`src/rtl/ayatsuki_bus_fabric_pkg.sv`:
```
// Shared definitions for the ayatsuki bus fabric: read FSM encoding and default memory map.
package ayatsuki_bus_fabric_pkg;

    typedef enum logic [1:0] {
        IDLE = 2'd0,
        WAIT = 2'd1,
        DONE = 2'd2
    } rd_state_e;

    localparam int unsigned MAP_ADDR_W = 32;
    localparam int unsigned MAP_SLOTS  = 4;

    // Slave 0 is memory, slave 1 the uart, slaves 2 and 3 the timers.
    localparam logic [MAP_ADDR_W-1:0] MEM_BASE  = 32'h0000_0000;
    localparam logic [MAP_ADDR_W-1:0] MEM_MASK  = 32'h0000_0E00;
    localparam logic [MAP_ADDR_W-1:0] UART_BASE = 32'h0000_0200;
    localparam logic [MAP_ADDR_W-1:0] UART_MASK = 32'h0000_0FF0;
    localparam logic [MAP_ADDR_W-1:0] TIM0_BASE = 32'h0000_0300;
    localparam logic [MAP_ADDR_W-1:0] TIM0_MASK = 32'h0000_0FF0;
    localparam logic [MAP_ADDR_W-1:0] TIM1_BASE = 32'h0000_0400;
    localparam logic [MAP_ADDR_W-1:0] TIM1_MASK = 32'h0000_0FF0;

    localparam logic [MAP_SLOTS*MAP_ADDR_W-1:0] DEF_SLV_BASE =
        {TIM1_BASE, TIM0_BASE, UART_BASE, MEM_BASE};
    localparam logic [MAP_SLOTS*MAP_ADDR_W-1:0] DEF_SLV_MASK =
        {TIM1_MASK, TIM0_MASK, UART_MASK, MEM_MASK};

    localparam logic [31:0] RD_ERR_DATA = 32'h0000_0000;

endpackage

```
`src/rtl/ayatsuki_addr_decode.sv`:
```
// Address decoder: maps an address to a one-hot slave hit and its index; lowest index wins on overlap.
module ayatsuki_addr_decode #(
    parameter int unsigned                    NUM_SLV  = 4,
    parameter int unsigned                    ADDR_W   = 32,
    parameter int unsigned                    IDX_W    = 2,
    parameter logic [NUM_SLV*ADDR_W-1:0]      SLV_BASE = '0,
    parameter logic [NUM_SLV*ADDR_W-1:0]      SLV_MASK = '0
) (
    input  logic [ADDR_W-1:0]  addr,
    output logic [NUM_SLV-1:0] hit,
    output logic [IDX_W-1:0]   idx
);

    // Scan from the top so the lowest matching region is assigned last.
    always_comb begin
        hit = '0;
        idx = '0;
        for (int k = NUM_SLV - 1; k >= 0; k--) begin
            if ((addr & SLV_MASK[k*ADDR_W +: ADDR_W]) == SLV_BASE[k*ADDR_W +: ADDR_W]) begin
                hit = NUM_SLV'(1) << k;
                idx = IDX_W'(k);
            end
        end
    end

endmodule

```
`src/rtl/ayatsuki_bus_fabric.sv`:
```
// Single-master bus fabric: zero-latency posted writes, one outstanding read with timeout, error tracking.
module ayatsuki_bus_fabric
    import ayatsuki_bus_fabric_pkg::*;
#(
    parameter int unsigned               NUM_SLV  = 4,
    parameter int unsigned               ADDR_W   = 32,
    parameter int unsigned               DATA_W   = 32,
    parameter logic [NUM_SLV*ADDR_W-1:0] SLV_BASE = (NUM_SLV*ADDR_W)'(DEF_SLV_BASE),
    parameter logic [NUM_SLV*ADDR_W-1:0] SLV_MASK = (NUM_SLV*ADDR_W)'(DEF_SLV_MASK),
    parameter int unsigned               TIMEOUT  = 16
) (
    input  logic                      clk,
    input  logic                      rst,
    input  logic                      m_w_en,
    input  logic [ADDR_W-1:0]         m_w_addr,
    input  logic [DATA_W-1:0]         m_w_data,
    input  logic                      m_r_en,
    input  logic [ADDR_W-1:0]         m_r_addr,
    output logic [DATA_W-1:0]         m_r_data,
    output logic                      m_r_valid,
    output logic                      m_busy,
    output logic                      m_err,
    output logic [NUM_SLV-1:0]        s_w_en,
    output logic [NUM_SLV-1:0]        s_r_en,
    output logic [ADDR_W-1:0]         s_w_addr,
    output logic [ADDR_W-1:0]         s_r_addr,
    output logic [DATA_W-1:0]         s_w_data,
    input  logic [NUM_SLV*DATA_W-1:0] s_r_data,
    input  logic [NUM_SLV-1:0]        s_ready,
    output logic [ADDR_W-1:0]         err_addr,
    output logic [7:0]                err_cnt
);

    localparam int unsigned IDX_W = (NUM_SLV > 1) ? $clog2(NUM_SLV) : 1;
    localparam int unsigned TMO_W = $clog2(TIMEOUT + 1);

    logic [NUM_SLV-1:0] w_hit, r_hit;
    logic [IDX_W-1:0]   w_idx, r_idx, sel_q, cap_idx;
    logic               w_any, r_any, w_err;
    rd_state_e          state_q, state_d;
    logic [ADDR_W-1:0]  addr_q, rd_err_addr;
    logic [TMO_W-1:0]   tmo_q;
    logic [NUM_SLV-1:0] s_r_en_c;
    logic               rd_done, rd_err;
    logic [DATA_W-1:0]  rd_word;
    logic [8:0]         cnt_sum;

    ayatsuki_addr_decode #(
        .NUM_SLV(NUM_SLV), .ADDR_W(ADDR_W), .IDX_W(IDX_W),
        .SLV_BASE(SLV_BASE), .SLV_MASK(SLV_MASK)
    ) u_w_dec (
        .addr(m_w_addr), .hit(w_hit), .idx(w_idx)
    );

    ayatsuki_addr_decode #(
        .NUM_SLV(NUM_SLV), .ADDR_W(ADDR_W), .IDX_W(IDX_W),
        .SLV_BASE(SLV_BASE), .SLV_MASK(SLV_MASK)
    ) u_r_dec (
        .addr(m_r_addr), .hit(r_hit), .idx(r_idx)
    );

    assign w_any    = |w_hit;
    assign r_any    = |r_hit;
    assign w_err    = m_w_en & ~w_any;
    assign s_w_en   = (m_w_en && w_any && !rst) ? (NUM_SLV'(1) << w_idx) : '0;
    assign s_w_addr = m_w_addr;
    assign s_w_data = m_w_data;
    assign s_r_en   = rst ? '0 : s_r_en_c;
    assign s_r_addr = (state_q == IDLE) ? m_r_addr : addr_q;
    assign m_busy   = (state_q != IDLE);

    // A same-cycle ready in IDLE is taken from the slave being strobed, later ones from the latched slave.
    assign cap_idx     = (state_q == IDLE) ? r_idx : sel_q;
    assign rd_word     = s_r_data[cap_idx*DATA_W +: DATA_W];
    assign rd_err_addr = (state_q == IDLE) ? m_r_addr : addr_q;

    always_ff @(posedge clk) begin
        if (rst) state_q <= IDLE;
        else     state_q <= state_d;
    end

    always_comb begin
        state_d  = state_q;
        s_r_en_c = '0;
        rd_done  = 1'b0;
        rd_err   = 1'b0;
        case (state_q)
            IDLE: begin
                if (m_r_en) begin
                    if (r_any) begin
                        s_r_en_c = r_hit;
                        if (s_ready[r_idx]) begin
                            state_d = DONE;
                            rd_done = 1'b1;
                        end else begin
                            state_d = WAIT;
                        end
                    end else begin
                        state_d = DONE;
                        rd_done = 1'b1;
                        rd_err  = 1'b1;
                    end
                end
            end
            WAIT: begin
                if (s_ready[sel_q]) begin
                    state_d = DONE;
                    rd_done = 1'b1;
                end else if (tmo_q == TMO_W'(TIMEOUT - 1)) begin
                    state_d = DONE;
                    rd_done = 1'b1;
                    rd_err  = 1'b1;
                end
            end
            DONE:    state_d = IDLE;
            default: state_d = IDLE;
        endcase
    end

    // Simultaneous read and write errors count twice.
    assign cnt_sum = {1'b0, err_cnt} + 9'(rd_err) + 9'(w_err);

    always_ff @(posedge clk) begin
        if (rst) begin
            sel_q     <= '0;
            addr_q    <= '0;
            tmo_q     <= '0;
            m_r_valid <= 1'b0;
            m_r_data  <= '0;
            m_err     <= 1'b0;
            err_cnt   <= '0;
            err_addr  <= '0;
        end else begin
            if (state_q == IDLE && m_r_en && r_any) begin
                sel_q  <= r_idx;
                addr_q <= m_r_addr;
            end
            tmo_q     <= (state_q == WAIT) ? tmo_q + TMO_W'(1) : '0;
            m_r_valid <= rd_done;
            if (rd_done) m_r_data <= rd_err ? DATA_W'(RD_ERR_DATA) : rd_word;
            m_err     <= rd_err | w_err;
            err_cnt   <= cnt_sum[8] ? 8'hFF : cnt_sum[7:0];
            if (rd_err)     err_addr <= rd_err_addr;
            else if (w_err) err_addr <= m_w_addr;
        end
    end

endmodule

```
`config.mk`:
```
export PLATFORM = sky130hd
export DESIGN_NAME = ayatsuki_bus_fabric
export DESIGN_NICKNAME = d
export VERILOG_FILES = /design/src/rtl/ayatsuki_bus_fabric_pkg.sv /design/src/rtl/ayatsuki_addr_decode.sv /design/src/rtl/ayatsuki_bus_fabric.sv
export SDC_FILE = /design/constraint.sdc
export NUM_CORES = 1
export LEC_CHECK = 0
export CORE_AREA = 2 2 160 162
export DETAILED_ROUTE_END_ITERATION = 12
export DIE_AREA = 0 0 162 164
export SETUP_SLACK_MARGIN = 0.1
export SKIP_LAST_GASP = 1
export SLEW_MARGIN = 5
export SYNTH_ARGS = -nofsm -noshare
export SYNTH_HDL_FRONTEND = slang
export SYNTH_SLANG_ARGS = --single-unit
```
`constraint.sdc`:
```
create_clock -name clk -period 6 [get_ports clk]
set_clock_uncertainty 0.2 [all_clocks]
set_input_delay 0.6 -clock clk [delete_from_list [all_inputs] [get_ports clk]]
set_output_delay 0.6 -clock clk [all_outputs]
set_load 0.005 [all_outputs]
```
### Word level (Yosys, flattened, before mapping)

Cells that the tools add are included.

| word-level totals | value |
|---|---|
| output and inout port bits | 179 |
| input port bits | 232 |
| bits in registers | 115 |
| word-level logic and storage cells | 91 |

| cells by class | value |
|---|---|
| mux-type cells | 47 |
| $lt $le $gt $ge | 2 |
| equal/unequal tests | 10 |
| shift operators | 2 |
| add/subtract/negate cells | 3 |
| bitwise gates (word level) | 4 |
| reduce and logical (&&, ||, !) cells | 14 |

Operators by type and width:

| kind | number |
|---|---|
| $mux W32 | 4 |
| $shiftx A128 B8 Y32 | 1 |
| $logic_not A32 Y1 | 2 |
| $mux W4 | 13 |
| $eq A8 B6 Y1 const B | 4 |
| $mux W2 | 14 |
| $eq A8 B7 Y1 const B | 2 |
| $mux W1 | 10 |
| $add A8 B1 Y9 | 1 |
| $add A9 B1 Y9 | 1 |
| $mux W8 | 1 |
| $reduce_or A4 Y1 | 2 |
| $lt A2 B3 Y1 const B | 2 |
| $add A5 B1 Y5 const B | 1 |
| $eq A5 B4 Y1 const B | 1 |
| $bmux W1 S2 | 2 |
| $logic_and A1 B1 Y1 | 4 |
| $pmux W1 S2 | 2 |
| $pmux W2 S2 | 1 |
| $reduce_bool A2 Y1 | 2 |
| $shl A1 B2 Y4 const A | 1 |
| $ne A3 B3 Y1 const B | 1 |
| $eq A2 B1 Y1 const B | 1 |
| $logic_not A2 Y1 | 1 |
| other kinds (7) | 8 |

### Logic depth before layout (Yosys ltp)

Gate-level depths: netlist (run 1).

| depth | value |
|---|---|
| depth in word-level cells | 12 |
| depth in mapped cells | 13 |

### Hierarchy

A second synthesis (run 1) with hierarchy kept.

| second synthesis, totals | value |
|---|---|
| cells, all modules | 657 |
| area total of the unflattened synthesis | 6308.6 um^2 |

Modules (own cells, without submodules):

| module | cells each | area an instance (um^2) | times used |
|---|---|---|---|
| ayatsuki_bus_fabric | 635 | 6153.4 | 1 |
| ayatsuki_addr_decode | 11 | 77.6 | 2 |

### Worst setup path before layout (run 1)

No wires, ideal clock.

| timing path | value |
|---|---|
| path kind | register to register |
| start point | register sel_q[0] |
| end point | register err_cnt[0] |
| path slack | 2487 ps |
| path buffers | 3 |
| clock period less this slack | 3513 ps |
| required time | 5730 ps |
| cell stages (with the launch flop) | 13 |
| arrival | 3242 ps |
| path through | dfxtp_1 clkbuf_1 mux4_2 nor4bb_1 a21oi_1 buf_2 buf_1 fa_1 nor2b_1 and3_1 and3_1 nand3_1 a21oi_1 |

| on the way | value |
|---|---|
| word-level cells in the longest chain between the ends | 7 |

Ends and longest elaborated chain:

| item | line | text |
|---|---|---|
| from (decl) | ayatsuki_bus_fabric.sv:38 | `logic [IDX_W-1:0] w_idx, r_idx, sel_q, cap_idx;` |
| from (signal assigned) | ayatsuki_bus_fabric.sv:135 | `sel_q <= r_idx;` |
| $bmux W1 S2 | ayatsuki_bus_fabric.sv:106 | `if (s_ready[sel_q]) begin` |
| $mux W1 (implied by the code) | ayatsuki_bus_fabric.sv:106 |  |
| $mux W1 | ayatsuki_bus_fabric.sv:106 |  |
| $pmux W1 S2 | ayatsuki_bus_fabric.sv:87 | `case (state_q)` |
| $add A8 B1 Y9 | ayatsuki_bus_fabric.sv:121 | `assign cnt_sum = {1'b0, err_cnt} + 9'(rd_err) + 9'(w_err);` |
| $add A9 B1 Y9 | ayatsuki_bus_fabric.sv:121 |  |
| $mux W8 | ayatsuki_bus_fabric.sv:142 | `err_cnt <= cnt_sum[8] ? 8'hFF : cnt_sum[7:0];` |
| to (signal assigned) | ayatsuki_bus_fabric.sv:142 |  |
| to (decl) | ayatsuki_bus_fabric.sv:31 | `output logic [7:0] err_cnt` |

Every way passes these cells. The select of a mux whose other input is x is not followed.
A chain may end at the register's enable or synchronous reset.

### Worst setup path after layout (run 1)

| timing path | value |
|---|---|
| start point | input port s_ready[0] |
| end point | register err_cnt[0] |

| on the way | value |
|---|---|
| word-level cells in the longest chain between the ends | 7 |

Ends and longest elaborated chain:

| item | line | text |
|---|---|---|
| from (decl) | ayatsuki_bus_fabric.sv:29 | `input logic [NUM_SLV-1:0] s_ready,` |
| $bmux W1 S2 | ayatsuki_bus_fabric.sv:106 |  |
| $mux W1 (implied by the code) | ayatsuki_bus_fabric.sv:106 |  |
| $mux W1 | ayatsuki_bus_fabric.sv:106 |  |
| $pmux W1 S2 | ayatsuki_bus_fabric.sv:87 |  |
| $add A8 B1 Y9 | ayatsuki_bus_fabric.sv:121 |  |
| $add A9 B1 Y9 | ayatsuki_bus_fabric.sv:121 |  |
| $mux W8 | ayatsuki_bus_fabric.sv:142 |  |

Every way passes these cells. The select of a mux whose other input is x is not followed.

==> results.md, run 1 <==
- Status: completed
- Most area-hungry cell type in the Yosys netlist: sky130_fd_sc_hd__dfxtp_1
- Fin cells: about 1400
- Average routed wire per standard cell: about 20 um
- Data arrival at the endpoint of the critical path: roughly 3700 ps
- CTS H-Tree Depth: 4
- Slew at the pin closest to its max-slew limit: about 1100 ps
- Endpoint type of the worst setup path: flip-flop
- Crit Reg-Reg Startpoint: sel_q[0]
- Initial antenna violation count: 3
- Avg Cell Area, Syn: about 8.4 sq um
- Number of placed cells counting well taps: between 1000 and 1500
- Total number of clock tree sinks: around 120
- Flop2flop setup slack: approximately 2600 ps
- Number of cells on the worst hold path: 2
- Max-capacitance violation count: 0
- 1st-iter DRT viols: 572
- Critical setup path kind: input port to flip-flop
- Total nets after synthesis: 1093
- Slew Viols, Final: 0
- Post-layout worst setup margin: roughly 2400 ps
- Biggest area contributors in the synthesized netlist: sky130_fd_sc_hd__dfxtp_1, sky130_fd_sc_hd__buf_4, sky130_fd_sc_hd__nand2_1, sky130_fd_sc_hd__mux2_2, sky130_fd_sc_hd__mux2i_1
- Remaining routing DRC violations: 0
- Peak supply drop: between 0.1 and 0.15 mV
- Number of clock buffers inserted by TritonCTS: 17
- Minimum clock period after layout: approximately 3600 ps
- Areal power density over the cells: between 200 and 250 nW/um^2
- Critical path launch point type: input port
- Largest fanout on the critical path: 6
- Synthesis warning total: 0
- Final Cycle Share: approximately three fifths
- Post-CTS repair timing setup buffer count: 0
- Final setup viols: 0
- Reg-to-reg critical path endpoint: err_cnt[0]
- Die Area: 26600 sq um
- I/O pin total: roughly 400
- Normalized max-slew margin: about a quarter
- Mapped cell area: 7240 sq um
- Master cell of the clock root buffer: sky130_fd_sc_hd__clkbuf_16
- Buffer depth of the longest clock path: 2
- Floorplan die width: 162 um
- Hold WC Path Type: flip-flop to flip-flop
- Sequential-to-total area share from yosys stat: roughly a third
- Later-pin clock latency in the skew report: about 400 ps
- Setup repair after global routing missed its margin: no
- First-pass GRT wire length: 42100 um
- Final Core Density: between 40% and 50%
- Number of instances resized during post-cts repair: 0
- Top cell type's share of synthesized area: 31.8%
- Leakage power of the design: between 3 and 4 nW
- Clock-pin slew of the registers on the worst-case setup and hold paths: 60 ps
- Hold bufs inserted after CTS: 0
- Count of nets left with antenna violations after detail routing: 0
- Count of unique library cells instantiated by Yosys: 58
- Number of cells produced by synthesis: between 800 and 900
- Y dimension of the die: roughly 160 um
- Via Count: between 7000 and 8000
- Overall overflow remaining after global route: 0
- Maximum number of pins on one net before global-route repair: 97
- P&R area growth vs syn: 52.2%
- Dpl ws: a little over 2000 ps
- WL final: approximately 28000 um
- R2R depth: 9
- Routed via count divided by cell count: about 5.2
- Startpoint of the most critical setup path: s_ready[0]
- Net count reported at finish: ~1300
- Final RePlAce weighted congestion: slightly below 0.8
- Final Hold Fails: 0
- Share of flip-flops with an asynchronous set or reset after synthesis: 0%
- Top flip-flop cell by instance count after synthesis: sky130_fd_sc_hd__dfxtp_1
- Number of global-route vias before repair: 7324
- Ratio of cells with drive above 1 in the final layout: 10.0%
- Row cnt: 58
- Starting utilization of the core area: between 20 and 30%
- Number of detailed-route iterations in the first pass: 5
- GRT Total Usage: between 20 and 25%
- Flop and latch count out of synthesis: roughly 120
- Number of enable flip-flop cells after synthesis: 0
- Achievable Freq: between 0.2 and 0.3 GHz
- Placeable core region: about 25000 sq um
- Sum of negative setup slack: 0 ps
- CTS tree: built
- Worst path required time: around 6100 ps
- Total half-perimeter wirelength after legalization and detailed placement: around 20000 um
- Worst setup path endpoint: err_cnt[0]
- Number of buffers inserted by port buffering: approximately 350
==> synthesized netlist by cell type, types with 33 or more instances <==
master	number
sky130_fd_sc_hd__nand2_1	133
sky130_fd_sc_hd__dfxtp_1	115
sky130_fd_sc_hd__buf_4	68
sky130_fd_sc_hd__clkbuf_1	53
sky130_fd_sc_hd__a21oi_1	48
sky130_fd_sc_hd__nor2_1	48
sky130_fd_sc_hd__nor3_1	39
sky130_fd_sc_hd__a211oi_1	34
sky130_fd_sc_hd__a22oi_1	33
==> layer usage <==
metal	vias up	wire length, um	GRT usage (%)
met2	328	13600	34.9
met4	2	317	5.87
met5	-	10	0
met1	3422	11600	24.1
li1	3617	-	-
met3	18	2580	6.74
==> stage by stage <==
| stage | hold slack (ps) | instance area, sq um | total power [mW] |
|---|---|---|---|
| 2_1_floorplan | 218 | 7240 | 1.04 |
| 3_3_place_gp | 238 | 10400 | 1.34 |
| 3_5_place_dp | 244 | 10400 | 1.34 |
| 4_1_cts | 251 | 11000 | 2.44 |
| 5_1_grt | 276 | 11000 | 2.51 |
| 6_report | 252 | 11000 | 2.41 |
==> cell type report <==
class	count	area [sq um]
Inverter	6	22.5
Antenna cell	2	5.00
Fill cell	2496	13800
Tap cell	330	413
Sequential cell	115	2300
Multi-Input combinational cell	590	4120
Clock inverter	12	181
Clock buffer	19	433
Timing Repair Buffer	358	3550
==> report_power, final <==
group	switching, mW	internal, mW	total (mW)
Combinational	0.197	0.301	0.498
Clock	0.391	0.696	1.09
Sequential	0.0234	0.804	0.827
==> kinds of logic (layout without fill, tap and decap cells) <==
logic type                 count (synthesis)  count (layout)  synth area share (%)
AOI/OAI and AO/OA                        265             265                  30.0
xor gates and xnor gates                   6               6                 0.726
adders and majority gates                  3               3                 0.622
buffers and inverters                    153             395                  12.0
DFF                                      115             115                  31.8
muxes                                     65              65                  9.71
other                                      0               2                     0
and+or+nand+nor                          251             251                  15.1
==> state kept, by name, summed over array words and instances (netlist names) <==
name       flops
m_err          1
state_q        2
err_addr      32
m_r_data      32
err_cnt        8
m_r_valid      1
addr_q        32
tmo_q          5
sel_q          2
==> placed cells by master, fill, tap and decap left out, types with 33 or more instances in the layout <==
master	instances
sky130_fd_sc_hd__a211oi_1	34
sky130_fd_sc_hd__a21oi_1	46
sky130_fd_sc_hd__a22oi_1	33
sky130_fd_sc_hd__clkdlybuf4s50_1	345
sky130_fd_sc_hd__dfxtp_1	115
sky130_fd_sc_hd__nand2_1	133
sky130_fd_sc_hd__nor2_1	48
sky130_fd_sc_hd__nor3_1	39
==> worst min-delay path by stage <==
stage,from,end
floorplan,tmo_q[0],tmo_q[0]
global placement,tmo_q[0],tmo_q[0]
detailed placement,tmo_q[0],tmo_q[0]
CTS,tmo_q[0],tmo_q[0]
global route,m_r_data[1],m_r_data[1]
finish,addr_q[16],addr_q[16]
==> critical path, stage by stage <==
cell and delay (ps):
sky130_fd_sc_hd__clkdlybuf4s50_1 440, sky130_fd_sc_hd__mux4_2 540, sky130_fd_sc_hd__nor4bb_1 490, sky130_fd_sc_hd__a21oi_4 70, sky130_fd_sc_hd__fa_1 450, sky130_fd_sc_hd__nor2b_1 240, sky130_fd_sc_hd__and3_1 260, sky130_fd_sc_hd__and3_1 240
sky130_fd_sc_hd__nand3_1 220, sky130_fd_sc_hd__a21oi_1 190
Power figures use the tool's default switching activity.
==> inputs of run 2 (changes only) <==
- CORE_AREA: 2 2 160 162 -> 2 2 161 163
- DIE_AREA: 0 0 162 164 -> 0 0 163 165
- clock period: 6 -> 3.6 ns (I/O delays scaled with it)
==> run 2 against run 1 <==
Compared with the run above: register-to-register slack lost 2300 ps; critical path depth is 1 higher; highest routed layer is now met4; cell area grew 1.4%; die area grew 1.2%; non-clock buffer count rose by 11; wire length shrank 1.3%; worst setup slack worse by 2100 ps; sequential cell count is the same; core utilization up 0.23 points; largest power group unchanged; clock power grew 62%.
==> results.md, run 2 (same netlist as run 1, synthesis figures left out) <==
- Areal power density over the cells: between 300 and 400 nW/um^2
- Net count reported at finish: about 1300
- Total half-perimeter wirelength after legalization and detailed placement: slightly below 20000 um
- Area of all placed cells without fillers: approximately 11000 sq um
- Placeable core region: 25000 sq um
- Starting utilization of the core area: a little under 30%
- Slew Viols, Final: 0
- Worst path required time: approximately 3700 ps
- Proportion of power drawn by combinational gates: about a fifth
- Area of combinational cells with multiple inputs: just over 4000 sq um
- Master cell of the clock root buffer: sky130_fd_sc_hd__clkbuf_16
- Status: completed
- Floorplan die width: 163 um
- Initial antenna violation count: 3
- Routed via count divided by cell count: about 5.2
- Setup repair after global routing missed its margin: no
- First-pass GRT wire length: roughly 42000 um
- Final Core Density: 44.6%
- Critical setup path kind: input port to flip-flop
- Leakage power of the design: just over 4 nW
- Max-capacitance violation count: 0
- Hold WC Path Type: input port to flip-flop
- Number of global-route vias before repair: between 7000 and 8000
- Final Hold Fails: 0
- # fillers: between 2000 and 2500
- Critical-path top delay cell: sky130_fd_sc_hd__mux4_2
- Peak supply drop: approximately 0.20 mV
- Final Cycle Share: 91.3%
- Data arrival at the endpoint of the critical path: 3430 ps
- Critical Path Max Stage Delay: around 530 ps
- Endpoint type of the worst setup path: flip-flop
- I/O pin total: between 400 and 500
- Average routed wire per standard cell: between 15 and 20 um
- Family of cells with the greatest summed delay on the critical path: simple AND/OR/NAND/NOR gates
- Register area: between 2000 and 2500 sq um
- Post-CTS repair timing setup buffer count: 0
- Remaining routing DRC violations: 0
- Count of buffering cells on the critical path with inverters included: 2
- GRT Total Usage: 19.9%
- Clock-pin slew of the registers on the worst-case setup and hold paths: ~70 ps
- Number of buffers inserted by port buffering: around 350
- Total power: about 4.0 mW
- Later-pin clock latency in the skew report: 420 ps
- P&R area growth vs syn: 54.4%
- Total number of clock tree sinks: approximately 120
- Minimum clock period after layout: between 3000 and 4000 ps
- Final setup viols: 0
- Switching power as a share of total power: between 20% and 30%
- Fin cells: about 1400
- Normalized max-slew margin: around 51%
- Overall overflow remaining after global route: 0
- Sum of negative setup slack: 0 ps
- Part of the power in registers: 34.6%
- CTS H-Tree Depth: 4
- CTS tree: built
- Internal Power: between 2 and 3 mW
- Die Area: roughly 27000 sq um
- Most frequent CP cell: sky130_fd_sc_hd__and3_1
- Count of nets left with antenna violations after detail routing: 0
- Slew at the pin closest to its max-slew limit: about 740 ps
- Largest registers ranked by flip-flop count: addr_q x32, err_addr x32, m_r_data x32
- Number of clock buffers inserted by TritonCTS: 17
- Most common cell after layout, fill and taps aside: sky130_fd_sc_hd__clkdlybuf4s50_1
- Placed standard-cell area: between 10000 and 15000 sq um
- 1st-iter DRT viols: 477
- Critical path launch point type: input port
- Final RePlAce weighted congestion: 0.803
- Buffer depth of the longest clock path: 2
- Row cnt: 58
- WL final: approximately 28000 um
- Number of placed cells counting well taps: approximately 1400
- Maximum number of pins on one net before global-route repair: slightly below 100
- Largest fanout on the critical path: 6
- Clock power frac: between 40% and 50%
- Hold bufs inserted after CTS: 0
- Via Count: around 7500
- Achievable Freq: about 0.3 GHz
- CP cell instances: clkdlybuf4s50_1 -> mux4_2 -> nor4bb_1 -> buf_4 -> a21oi_4 -> fa_1 -> nor2b_1 -> and3_1 -> and3_1 -> nand3_1 -> a21oi_1
- Top library cells by usage in the layout, fill and taps aside: sky130_fd_sc_hd__clkdlybuf4s50_1, sky130_fd_sc_hd__nand2_1, sky130_fd_sc_hd__dfxtp_1, sky130_fd_sc_hd__nor2_1, sky130_fd_sc_hd__a21oi_1
- Y dimension of the die: 165 um
- Ratio of cells with drive above 1 in the final layout: about 11%
- Number of detailed-route iterations in the first pass: 6
- Switching power total: about 1.1 mW
- Number of instances resized during post-cts repair: 0
[run 2: per-stage QoR]
stage / hold slack, ps / setup WS (ps)
finish: 158 / 314
global route: 170 / 110
CTS: 146 / 355
detailed placement: 241 / 0.339
global placement: 237 / 21.5
floorplan: 218 / 185
[run 2: worst min-delay path: cells and delay by family]
family	cells	cell delay, ps
AO/OA/AOI/OAI	1	60
buffers and inverters	2	310
[run 2: worst paths after layout]
path / from / endpoint / slack (ps) / cells past startpoint
worst max-delay path: s_ready[0] / err_cnt[3] / 310 / 11
worst min-delay path: rst / addr_q[3] / 160 / 3
worst max register to register: sel_q[0] / err_cnt[3] / 330 / 10
worst min register to register: tmo_q[0] / tmo_q[0] / 240 / 1
[run 2: layer usage]
layer / global-route usage (%) / share of wire [%] / vias to the layer above
met5: 0 / 0 / -
met4: 6.19 / 2.0 / 0
met3: 7.21 / 9.2 / 27
met2: 34.1 / 47 / 325
met1: 23.3 / 42 / 3553
li1: - / - / 3631
[run 2: power groups by stage]
| stage | Sequential, mW | Clock [mW] | Combinational (mW) |
|---|---|---|---|
| 2_1_floorplan | 1.40 | 0 | 0.338 |
| 3_3_place_gp | 1.41 | 0 | 0.840 |
| 3_5_place_dp | 1.40 | 0 | 0.841 |
| 4_1_cts | 1.38 | 1.81 | 0.848 |
| 5_1_grt | 1.39 | 1.87 | 0.904 |
| 6_report | 1.38 | 1.77 | 0.840 |
[run 2: area by class of cell]
cell class | count | share of cell area (%)
repair buffers | 369 | 33.3
multi-input cells | 590 | 36.8
diodes | 3 | 0.0672
clock inverters | 14 | 1.50
clock buffers | 18 | 3.84
inverters | 6 | 0.201
well taps | 330 | 3.69
flip-flops and latches | 115 | 20.6
